`src/rtl/seg_scan_pkg.sv`:
```
// rtl/seg_scan_pkg.sv - shared constants, state encoding and select helpers for seg_scan_driver
package seg_scan_pkg;

    localparam int NUM_DIGITS = 8;

    localparam logic [6:0] SEG_OFF = 7'h7F;

    // Active-low {g,f,e,d,c,b,a}; entry 15 is the most significant slice.
    localparam logic [15:0][6:0] HEX_SEG = {
        7'h0E, 7'h06, 7'h21, 7'h46, 7'h03, 7'h08, 7'h10, 7'h00,
        7'h78, 7'h02, 7'h12, 7'h19, 7'h30, 7'h24, 7'h79, 7'h40
    };

    typedef enum logic {
        BLANK = 1'b0,
        SHOW  = 1'b1
    } scan_state_t;

    function automatic logic is_onehot(input logic [NUM_DIGITS-1:0] v);
        return (v != '0) && ((v & (v - 8'd1)) == '0);
    endfunction

    function automatic logic [2:0] onehot_idx(input logic [NUM_DIGITS-1:0] v);
        logic [2:0] idx;
        idx = 3'd0;
        for (int i = 0; i < NUM_DIGITS; i++) begin
            if (v[i]) idx = 3'(i);
        end
        return idx;
    endfunction

endpackage

```
`src/rtl/hex_to_seg7.sv`:
```
// rtl/hex_to_seg7.sv - combinational 4-bit to active-low seven-segment decoder
module hex_to_seg7
    import seg_scan_pkg::*;
(
    input  logic [3:0] hex,
    output logic [6:0] seg_n
);

    assign seg_n = HEX_SEG[hex];

endmodule

```
`src/rtl/seg_scan_driver.sv`:
```
// rtl/seg_scan_driver.sv - 8-digit multiplexed seven-segment scan driver with blanking dead time
// Optional decimal point support via macro SEG_SCAN_DP_EN.
module seg_scan_driver
    import seg_scan_pkg::*;
#(
    parameter int CLK_DIV   = 50000,
    parameter int BLANK_CYC = 16
) (
    input  logic        clk,
    input  logic        rst_n,
    output logic        scan_tick,
    input  logic [7:0]  sel_onehot,
    input  logic [31:0] digits,
    input  logic        load,
    output logic [7:0]  an_n,
    output logic [6:0]  seg_n,
    output logic        sel_err
`ifdef SEG_SCAN_DP_EN
    ,
    input  logic [7:0]  dp_mask,
    output logic        dp_n
`endif
);

    localparam int PW = $clog2(CLK_DIV);
    localparam int BW = (BLANK_CYC < 2) ? 1 : $clog2(BLANK_CYC);

    logic [PW-1:0] presc;
    logic [BW-1:0] blank_cnt, blank_cnt_nx;
    scan_state_t   state, state_nx;
    logic [31:0]   shadow, active;
    logic          show_entry;
    logic          sel_ok;
    logic [2:0]    sel_idx;
    logic [3:0]    nibble;
    logic [6:0]    dec_seg;
    logic [7:0]    an_nx;
    logic [6:0]    seg_nx;
    logic          err_nx;

    // scan_tick is registered one count early so it is high while presc == CLK_DIV-1.
    always_ff @(posedge clk or negedge rst_n) begin
        if (!rst_n) begin
            presc     <= '0;
            scan_tick <= 1'b0;
        end else begin
            presc     <= (presc == PW'(CLK_DIV - 1)) ? '0 : presc + PW'(1);
            scan_tick <= (presc == PW'(CLK_DIV - 2));
        end
    end

    always_ff @(posedge clk or negedge rst_n) begin
        if (!rst_n) begin
            shadow <= '0;
            active <= '0;
        end else begin
            if (load)      shadow <= digits;
            if (scan_tick) active <= load ? digits : shadow;
        end
    end

    assign sel_ok  = is_onehot(sel_onehot);
    assign sel_idx = onehot_idx(sel_onehot);
    assign nibble  = active[{sel_idx, 2'b00} +: 4];

    hex_to_seg7 u_dec (
        .hex   (nibble),
        .seg_n (dec_seg)
    );

    // Outputs are loaded on the BLANK->SHOW edge and held for the rest of the slot.
    always_comb begin
        state_nx     = state;
        blank_cnt_nx = blank_cnt;
        show_entry   = 1'b0;
        an_nx        = an_n;
        seg_nx       = seg_n;
        err_nx       = sel_err;
        if (scan_tick) begin
            state_nx     = BLANK;
            blank_cnt_nx = '0;
            an_nx        = 8'hFF;
            seg_nx       = SEG_OFF;
        end else if (state == BLANK) begin
            if (blank_cnt == BW'(BLANK_CYC - 1)) begin
                state_nx   = SHOW;
                show_entry = 1'b1;
                if (sel_ok) begin
                    an_nx  = ~sel_onehot;
                    seg_nx = dec_seg;
                end else begin
                    an_nx  = 8'hFF;
                    seg_nx = SEG_OFF;
                    err_nx = 1'b1;
                end
            end else begin
                blank_cnt_nx = blank_cnt + BW'(1);
            end
        end
    end

    always_ff @(posedge clk or negedge rst_n) begin
        if (!rst_n) begin
            state     <= BLANK;
            blank_cnt <= '0;
            an_n      <= 8'hFF;
            seg_n     <= SEG_OFF;
            sel_err   <= 1'b0;
        end else begin
            state     <= state_nx;
            blank_cnt <= blank_cnt_nx;
            an_n      <= an_nx;
            seg_n     <= seg_nx;
            sel_err   <= err_nx;
        end
    end

`ifdef SEG_SCAN_DP_EN
    logic [7:0] dp_shadow, dp_active;
    logic       dp_nx;

    always_comb begin
        dp_nx = dp_n;
        if (scan_tick)       dp_nx = 1'b1;
        else if (show_entry) dp_nx = sel_ok ? ~dp_active[sel_idx] : 1'b1;
    end

    always_ff @(posedge clk or negedge rst_n) begin
        if (!rst_n) begin
            dp_shadow <= '0;
            dp_active <= '0;
            dp_n      <= 1'b1;
        end else begin
            if (load)      dp_shadow <= dp_mask;
            if (scan_tick) dp_active <= load ? dp_mask : dp_shadow;
            dp_n <= dp_nx;
        end
    end
`endif

endmodule
```
`config.mk`:
```
export PLATFORM = sky130hd
export DESIGN_NAME = seg_scan_driver
export DESIGN_NICKNAME = d
export VERILOG_FILES = /design/src/rtl/seg_scan_pkg.sv /design/src/rtl/hex_to_seg7.sv /design/src/rtl/seg_scan_driver.sv
export SDC_FILE = /design/constraint.sdc
export NUM_CORES = 1
export LEC_CHECK = 0
export CORE_ASPECT_RATIO = 1.25
export CORE_MARGIN = 2
export CORE_UTILIZATION = 45
export CTS_BUF_LIST = sky130_fd_sc_hd__clkbuf_4 sky130_fd_sc_hd__clkbuf_8
export DETAILED_ROUTE_END_ITERATION = 12
export PLACE_DENSITY = 0.76
export SYNTH_ARGS = -nofsm -noshare
export SYNTH_HDL_FRONTEND = slang
export SYNTH_HIERARCHICAL = 1
export SYNTH_SLANG_ARGS = --single-unit
```
`constraint.sdc`:
```
create_clock -name clk -period 2.95 [get_ports clk]
set_clock_uncertainty 0.1 [all_clocks]
set_input_delay 0.885 -clock clk [delete_from_list [all_inputs] [get_ports clk]]
set_output_delay 0.885 -clock clk [all_outputs]
set_load 0.02 [all_outputs]
```
==> results of run 1 <==
[power by group through the flow]
stage / registers [mW] / logic [mW] / clock network (mW)
2_1_floorplan: 1.49 / 0.0911 / 0
3_3_place_gp: 1.49 / 0.230 / 0
3_5_place_dp: 1.49 / 0.236 / 0
4_1_cts: 1.46 / 0.239 / 0.871
5_1_grt: 1.47 / 0.265 / 0.932
6_report: 1.46 / 0.242 / 0.852
[registers in the layout, summed over array words and instances (netlist names)]
name / count
sel_err: 1
shadow: 32
active: 32
seg_n: 7
an_n: 8
blank_cnt: 4
scan_tick: 1
presc: 16
state: 1
[cells by family after synthesis]
group                    share of synthesized area, %
flip-flops                                       55.4
multiplexers                                     19.2
AND/OR/NAND/NOR                                  9.20
AO/OA/AOI/OAI                                    7.93
buffers and inverters                            2.32
XOR/XNOR                                         3.02
adder cells (fa/ha/maj)                          2.94
[critical path: stages]
cell	delay, ps
dlygate4sd2_1	280
a21oi_4	230
o21ba_4	240
mux2i_4	270
o221ai_2	150
inv_2	120
ha_4	140
and2b_2	220
or3b_1	390
o21ai_2	60
o22a_1	120
[timing repair]
action                                  in CTS  in global routing
endpoints found under the setup margin       7                  6
buffers inserted                             4                  1
pin swaps                                    7                  8
gates resized for setup                     24                 25
hold buffers                                 0                  0
[area by class of cell]
| cell class | count | area, µm² | share of cell area [%] |
|---|---|---|---|
| multi-input combinational | 231 | 2100 | 35.3 |
| clock inverter | 5 | 51.3 | 0.864 |
| tap | 129 | 161 | 2.72 |
| sequential | 102 | 2570 | 43.3 |
| timing repair buffer | 95 | 883 | 14.9 |
| inverter | 7 | 26.3 | 0.443 |
| clock buffer | 11 | 145 | 2.44 |
[through the flow]
step                      util (%)  cells  power, mW
after floorplan                  -    355       1.58
after global placement        55.7    559       1.72
after detailed placement      55.7    559       1.72
after CTS                     58.3    579       2.57
after global routing          59.0    580       2.66
final                         59.0    580       2.55
[path summary, 6_finish.rpt]
kind | slack, ps | from | cells past startpoint | end
worst max-delay path | 60 | sel_onehot[1] | 11 | seg_n[0]
worst min-delay path | 380 | rst_n | 1 | shadow[20]
worst max register to register | 540 | active[20] | 7 | seg_n[3]
worst min register to register | 400 | shadow[1] | 1 | shadow[1]
max in group asynchronous | 1680 | rst_n | 2 | blank_cnt[3]
min in group clk | 400 | shadow[1] | 1 | shadow[1]
[cells in the final DEF, fill, tap and decap left out, types with 3 or more instances in the layout]
cell type,netlist,routed
mux2_2,59,59
o22a_1,7,7
o21ai_2,1,3
nor2_1,34,34
dfstp_2,15,15
and3_1,3,3
buf_4,0,33
dfrtp_1,87,87
inv_1,7,5
mux2i_1,13,10
xnor2_1,7,7
a222oi_1,3,3
a22o_1,3,3
clkdlybuf4s50_1,0,51
nand3_1,7,7
nor3_1,3,3
xor2_1,9,9
dlygate4sd2_1,0,3
a22o_2,3,3
nand4_1,4,4
clkbuf_8,0,10
mux2_1,6,6
ha_1,10,6
a21oi_1,11,9
buf_6,2,3
nand2_1,8,7
[layer usage]
layer	wire length, µm	share of wire, %	up-vias	global-route usage [%]
met5	0	0	-	0
met4	93	0.97	0	4.71
met3	343	3.6	9	3.91
met2	5280	55	56	32.6
met1	3900	41	1555	23.0
li1	-	-	1458	-
==> qor.yml, run 1 <==
synth_common_cells: "dfrtp_1, mux2_2, nor2_1"
synth-async-reset-ratio_pct: 100
startpoint_type: "input port"
gp_congestion: 0.845
criticalPathCategory: "in2reg"
hold_viol: 0
synth.most_common_cell: "dfrtp_1"
synthesis.area_um2: 4640
outcome: "finished, final reports clean"
clock-root-buffer: "clkbuf_8"
portBuffers: 59
final_max_slew_viol_count: 0
hp-class: "in2async"
syn_area_per_cell_um2: 13.1
swShare_pct: 24.3
drive_gt1_share_pct: 37.3
slew_headroom_pct: 57.6
rsz0062_at_grt: "true"
synth_top_area_share_pct: 46.9
grt_pass1_wl_um: 16200
max_freq_mhz: 346
pre_cts_slack_ps: -792
setup_viol: 0
drt_iter0_drc: 170
power_density_nw_per_um2: 430
die_area_um2: 11100
drc: 0
final_area_um2: 5940
n_antenna_cell: 0
p_int_mw: 1.93
via_count: 3078
synthFlopType: "dfrtp_1"
design.core.area_um2: 10100
pwr-share-seq_pct: 57.2
synth_top_area_cell: "dfrtp_1"
postRouteAntennaNets: 0
cts.sinks: 102
p_switching_mw: 0.621
synthCells: 355
clk_path_buf_depth: 2
p_leak_nw: 2.59
dpl-instance-area_um2: 5600
synth_cell_types: 55
fp.dieH_um: 118
cap_violations: 0
ys_ff_latch: 102
yosysWarnings: 6
grt_antenna_before_repair: 0
cts_buffers: 9
viasPerCell: 5.31
hold_slack_ps: 384
ios: 60
die-width_um: 94.8
fin_nets: 499
dp_hpwl_um: 7020
power_frac_clock_pct: 33.3
grt-ovfl-total: 0
grt_max_degree: 43
cts_tree: "yes"
fin_crit_sh_pct: 98.0
tightest_slew_ps: 631
synthToLayoutAreaGrowth_pct: 28.0
required_ps: 3170
setup_ws_ps: 57.6
pwr-share-comb_pct: 9.5
grt_pass1_vias: 3351
cp.arrival_ps: 3110
tns_ps: 0
irDropWorstVdd_v: 0.000303
row_count: 41
clkTransAtPathRegs_ps: 100
final.min_clock_period_ps: 2890
yosysSeqAreaShare_pct: 55.4
htree_levels: 3
grt_usage_pct: 18.6
cp-end-kind: "flip-flop"
start_util_pct: 46.1
wl_um: 9610
nFillCells: 836
clk_latency_ps: 370
wl_per_cell_um: 16.6
firstDrtPassIters: 5
postSynthNetCount: 408
path_max_fanout: 3
synth_edf_count: 0
synthTopCellsByArea: "dfrtp_1, mux2_2, dfstp_2"
Note: power is estimated with default switching activity, not from simulation.
==> run 2, diff against run 1 <==
--- a/config.mk
+++ b/config.mk
@@ -5,12 +5,15 @@
 export SDC_FILE = /design/constraint.sdc
 export NUM_CORES = 1
 export LEC_CHECK = 0
+export ABC_AREA = 1
 export CORE_ASPECT_RATIO = 1.25
 export CORE_MARGIN = 2
 export CORE_UTILIZATION = 45
 export CTS_BUF_LIST = sky130_fd_sc_hd__clkbuf_4 sky130_fd_sc_hd__clkbuf_8
 export DETAILED_ROUTE_END_ITERATION = 12
-export PLACE_DENSITY = 0.76
+export DONT_BUFFER_PORTS = 1
+export HOLD_SLACK_MARGIN = 0.02
+export PLACE_DENSITY = 0.69
 export SYNTH_ARGS = -nofsm -noshare
 export SYNTH_HDL_FRONTEND = slang
 export SYNTH_HIERARCHICAL = 1
==> qor.yml, run 2 <==
r2r-start: "blank_cnt[0]"
synthCells: 611
cap_violations: 0
ff2ff_setup_slack_ps: 1000
synth_edf_count: 0
wl_per_cell_um: 13.3
slew_headroom_pct: 58.0
via_count: 3774
top_regs: "active x32, shadow x32, presc x16"
synthFlopType: "dfrtp_1"
multi_input_area_um2: 2100
grt_pass1_vias: 3968
tns_ps: 0
clock-root-buffer: "clkbuf_8"
synth-async-reset-ratio_pct: 100
synthToLayoutAreaGrowth_pct: 6.12
grt_usage_pct: 17.5
die_area_um2: 12500
final_max_slew_viol_count: 0
cp-end-kind: "flip-flop"
synthTopCellsByArea: "dfrtp_1, nand2_1, dfstp_2"
yosysSeqAreaShare_pct: 49.3
post_cts_buffers: 0
rsz0062_at_grt: "false"
synthesis.area_um2: 5220
ys_ff_latch: 102
p_total_mw: 2.47
reg2reg_to: "an_n[7]"
grt-ovfl-total: 0
path_cells: "inv_1 > nand2_1 > nand2_1 > nand2_1 > nand2_4 > nand2_4 > nand2_1 > nand3_1 > nand2_1 > nand2_1 > nand2_1 > inv_1 > ha_1 > inv_1 > nand2_1 > nand3_1 > nand2_1 > nor2_1 > nand3_1 > nand2_1 > inv_1"
clk_path_buf_depth: 2
portBuffers: 0
cts_hold_buf: 0
path_buf_inv: 4
cpMostUsedCell: "nand2_1"
clk_latency_ps: 360
setup_viol: 0
fin_nets: 666
grt_antenna_before_repair: 0
postRouteAntennaNets: 0
p_leak_nw: 2.83
synth_common_cells: "nand2_1, inv_1, dfrtp_1"
tightest_slew_ps: 629
start_util_pct: 46.6
criticalPathCategory: "in2reg"
cp.arrival_ps: 2820
htree_levels: 3
required_ps: 3160
cts.repair.resized: 0
critPathTopFamily: "simple AND/OR/NAND/NOR gates"
max_freq_mhz: 383
fin_crit_sh_pct: 88.6
clkTransAtPathRegs_ps: 90
cts_tree: "yes"
design.core.area_um2: 11200
n_antenna_cell: 0
path_max_fanout: 15
dp_hpwl_um: 7120
drive_gt1_share_pct: 15.7
power_density_nw_per_um2: 447
die-width_um: 100
cts_buffers: 9
gp_congestion: 0.965
fp.dieH_um: 124
cp_slowest_cell: "ha_1"
wl_um: 10000
synth_top_area_cell: "dfrtp_1"
startpoint_type: "input port"
synth_top_area_share_pct: 41.7
drt_iter0_drc: 237
yosysWarnings: 6
max_stage_delay_ps: 200
cts.sinks: 102
hold_viol: 0
postSynthNetCount: 664
final_common_cell: "nand2_1"
syn_area_per_cell_um2: 8.54
grt_max_degree: 103
irDropWorstVdd_v: 0.000220
final.min_clock_period_ps: 2610
rr_worst_depth: 10
synth_cell_types: 40
final_cell_mix: "nand2_1, inv_1, dfrtp_1, nand3_1, o21ai_0"
firstDrtPassIters: 4
drc: 0
hp-class: "in2async"
outcome: "finished, final reports clean"
ff_latch_area_um2: 2570
nFillCells: 1053
ios: 60
grt_pass1_wl_um: 17700
row_count: 43
synth.most_common_cell: "nand2_1"
viasPerCell: 5.02
-- run 2: changes by cell type after synthesis, moves of 7 or more --
cell / previous run / this run
nand3_2: 0 / 10
o22a_1: 7 / 0
mux2_2: 59 / 24
nand2_1: 8 / 156
nand3_1: 7 / 56
inv_1: 7 / 104
xor2_1: 9 / 2
mux2i_1: 13 / 0
o21ai_0: 3 / 37
-- run 2: worst reg2reg max path, delay by kind of cell (launching register included) --
kind | cells | cell delay [ps]
AND/OR/NAND/NOR | 6 | 1060
adder cells (fa/ha/maj) | 1 | 180
flip-flops | 1 | 380
buffers and inverters | 3 | 180
-- run 2: how the worst max path moves through the flow --
stage                              from  endpoint  slack, ps  cells past startpoint
after floorplan           sel_onehot[3]  seg_n[3]        120                     21
after global placement    sel_onehot[3]  seg_n[3]         60                     20
after detailed placement  sel_onehot[3]  seg_n[0]        -20                     21
after CTS                 sel_onehot[3]  seg_n[0]        380                     21
after global routing      sel_onehot[3]  seg_n[0]         80                     21
final                     sel_onehot[3]  seg_n[0]        340                     21
-- run 2: final cells by class --
type | instances | area share [%]
clock inverters | 3 | 0.339
well taps | 135 | 3.05
clock buffers | 12 | 2.87
flip-flops and latches | 102 | 46.5
inverters | 110 | 7.46
repair buffers | 11 | 1.94
multi-input cells | 379 | 37.9
-- run 2: stage by stage --
stage / cells / area (µm²) / hold WS, ps / setup slack [ps] / utilization (%)
floorplan: 611 / 5220 / 334 / 119 / -
global placement: 737 / 5360 / 347 / 59.7 / 47.9
detailed placement: 737 / 5360 / 355 / -18.8 / 47.9
CTS: 752 / 5540 / 82.0 / 377 / 49.5
global route: 752 / 5540 / 73.3 / 80.5 / 49.5
finish: 752 / 5540 / 107 / 338 / 49.5
-- run 2: logic make-up after synthesis --
family | count (synthesis) | synth area share [%]
AOI/OAI and AO/OA | 54 | 5.73
xor gates and xnor gates | 3 | 0.504
adders and majority gates | 10 | 2.40
buffers and inverters | 130 | 10.5
DFF | 102 | 49.3
muxes | 32 | 6.91
and+or+nand+nor | 280 | 24.7
-- run 2: routing by layer --
layer  vias to the layer above  routed length (µm)  GRT usage (%)
met5                         -                   0              0
li1                       1905                   -              -
met3                        13                 519           5.67
met2                        81                4840           28.9
met1                      1775                4510           21.7
met4                         0                 159           5.40
-- run 2: where the power goes --
| part | internal (mW) | switching, mW |
|---|---|---|
| Clock | 0.359 | 0.464 |
| Combinational | 0.0850 | 0.107 |
| Sequential | 1.44 | 0.0140 |
==> run 3, diff against run 2 <==
--- a/config.mk
+++ b/config.mk
@@ -6,7 +6,6 @@
 export NUM_CORES = 1
 export LEC_CHECK = 0
 export ABC_AREA = 1
-export CORE_ASPECT_RATIO = 1.25
 export CORE_MARGIN = 2
 export CORE_UTILIZATION = 45
 export CTS_BUF_LIST = sky130_fd_sc_hd__clkbuf_4 sky130_fd_sc_hd__clkbuf_8
==> qor.yml, run 3 (synthesized netlist as in run 2, its figures left out) <==
outcome: "finished, final reports clean"
cpMostUsedCell: "nand2_1"
clk_path_buf_depth: 2
cts_tree: "yes"
row_count: 39
grt_pass1_vias: 3863
dpl-instance-area_um2: 5370
multi_input_area_um2: 2100
setup_viol: 0
irDropWorstVdd_v: 0.000308
final_common_cell: "nand2_1"
cp_slowest_cell: "ha_1"
clk_latency_ps: 370
path_cells: "inv_1 > nand2_1 > nand2_1 > nand2_1 > nand2_4 > nand2_4 > nand2_1 > nand3_1 > nand2_1 > nand2_1 > nand2_1 > inv_1 > ha_1 > nand2_1 > nand3_1 > nand2_1 > nor2_1 > nand3_1 > nand2_1 > inv_1"
path_max_fanout: 16
drive_gt1_share_pct: 16.3
hold_slack_ps: 96.8
hold_viol: 0
fp.dieH_um: 112
grt_max_degree: 103
cap_violations: 0
final_cell_mix: "nand2_1, inv_1, dfrtp_1, nand3_1, o21ai_0"
startpoint_type: "input port"
grt_usage_pct: 17.1
grt_antenna_before_repair: 1
fin_util_pct: 49.0
setup_ws_ps: 326
wl_per_cell_um: 13.0
grt-ovfl-total: 0
power_density_nw_per_um2: 459
firstDrtPassIters: 4
tightest_slew_ps: 653
p_leak_nw: 2.84
viasPerCell: 4.99
htree_levels: 3
final.min_clock_period_ps: 2620
drc: 0
cts.repair.resized: 0
drt_iter0_drc: 249
fin_crit_sh_pct: 88.9
max_freq_mhz: 381
ios: 60
clkTransAtPathRegs_ps: 90
design.core.area_um2: 11400
top_regs: "active x32, shadow x32, presc x16"
die-width_um: 112
cts.sinks: 102
final_max_slew_viol_count: 0
post_cts_buffers: 0
dp_hpwl_um: 7050
required_ps: 3160
nFillCells: 1080
rsz0062_at_grt: "false"
hp-class: "in2async"
start_util_pct: 45.9
cp.arrival_ps: 2840
max_stage_delay_ps: 340
cp-end-kind: "flip-flop"
die_area_um2: 12500
pre_cts_slack_ps: -27.2
wl_um: 9910
via_count: 3814
fin_nets: 669
cts_buffers: 9
cts_hold_buf: 0
portBuffers: 0
final_area_um2: 5570
gp_congestion: 0.942
synthToLayoutAreaGrowth_pct: 6.81
clock-root-buffer: "clkbuf_8"
ff_latch_area_um2: 2570
criticalPathCategory: "in2reg"
postRouteAntennaNets: 0
slew_headroom_pct: 56.4
grt_pass1_wl_um: 17700
n_antenna_cell: 0
-- run 3: cell count changes in the layout (fill, tap and decap cells not counted) --
cell	delta
clkbuf_8	-1
clkbuf_4	+1
buf_12	-2
buf_4	+5
clkinvlp_4	+2
bufinv_16	+1
clkinv_2	-2
-- run 3: per-layer routing --
metal,GRT usage (%),vias up,wire length (µm),part of all wire (%)
met5,0,-,11,0.11
met4,4.77,2,154,1.6
met3,5.66,14,561,5.7
met2,28.2,74,4690,47
met1,21.7,1811,4490,45
li1,-,1913,-,-
-- run 3: path summary, 6_finish.rpt --
kind / startpoint / to / slack (ps) / depth (start not counted)
setup / recovery: sel_onehot[3] / seg_n[3] / 330 / 20
hold / removal: rst_n / sel_err / 100 / 0
setup reg to reg: blank_cnt[0] / an_n[7] / 890 / 10
hold reg to reg: blank_cnt[3] / blank_cnt[3] / 380 / 1
max in group asynchronous: rst_n / an_n[7] / 2420 / 0
min in group clk: blank_cnt[3] / blank_cnt[3] / 380 / 1
-- run 3: critical path: cells and delay by family --
family	cells	cell delay [ps]
AND/OR/NAND/NOR	16	1290
adder cells (fa/ha/maj)	1	340
buffers and inverters	3	300
-- run 3: final cells by class --
type / count / share of cell area (%)
timing repair buffer: 14 / 1.89
multi-input combinational: 379 / 37.6
sequential: 102 / 46.2
tap: 143 / 3.21
inverter: 110 / 7.41
clock inverter: 4 / 0.965
clock buffer: 12 / 2.74
-- run 3: through the flow --
stage                     std cells  power [mW]  TNS, ps
after floorplan                 611        1.64        0
after global placement          748        1.67        0
after detailed placement        748        1.67    -69.0
after CTS                       764        2.59        0
after global routing            764        2.68        0
final                           764        2.56        0
-- run 3: report_power, final --
group | internal, mW | switching [mW] | total [mW]
Combinational | 0.0836 | 0.106 | 0.189
Sequential | 1.44 | 0.0138 | 1.46
Clock | 0.438 | 0.472 | 0.910
Total | 1.97 | 0.592 | 2.56
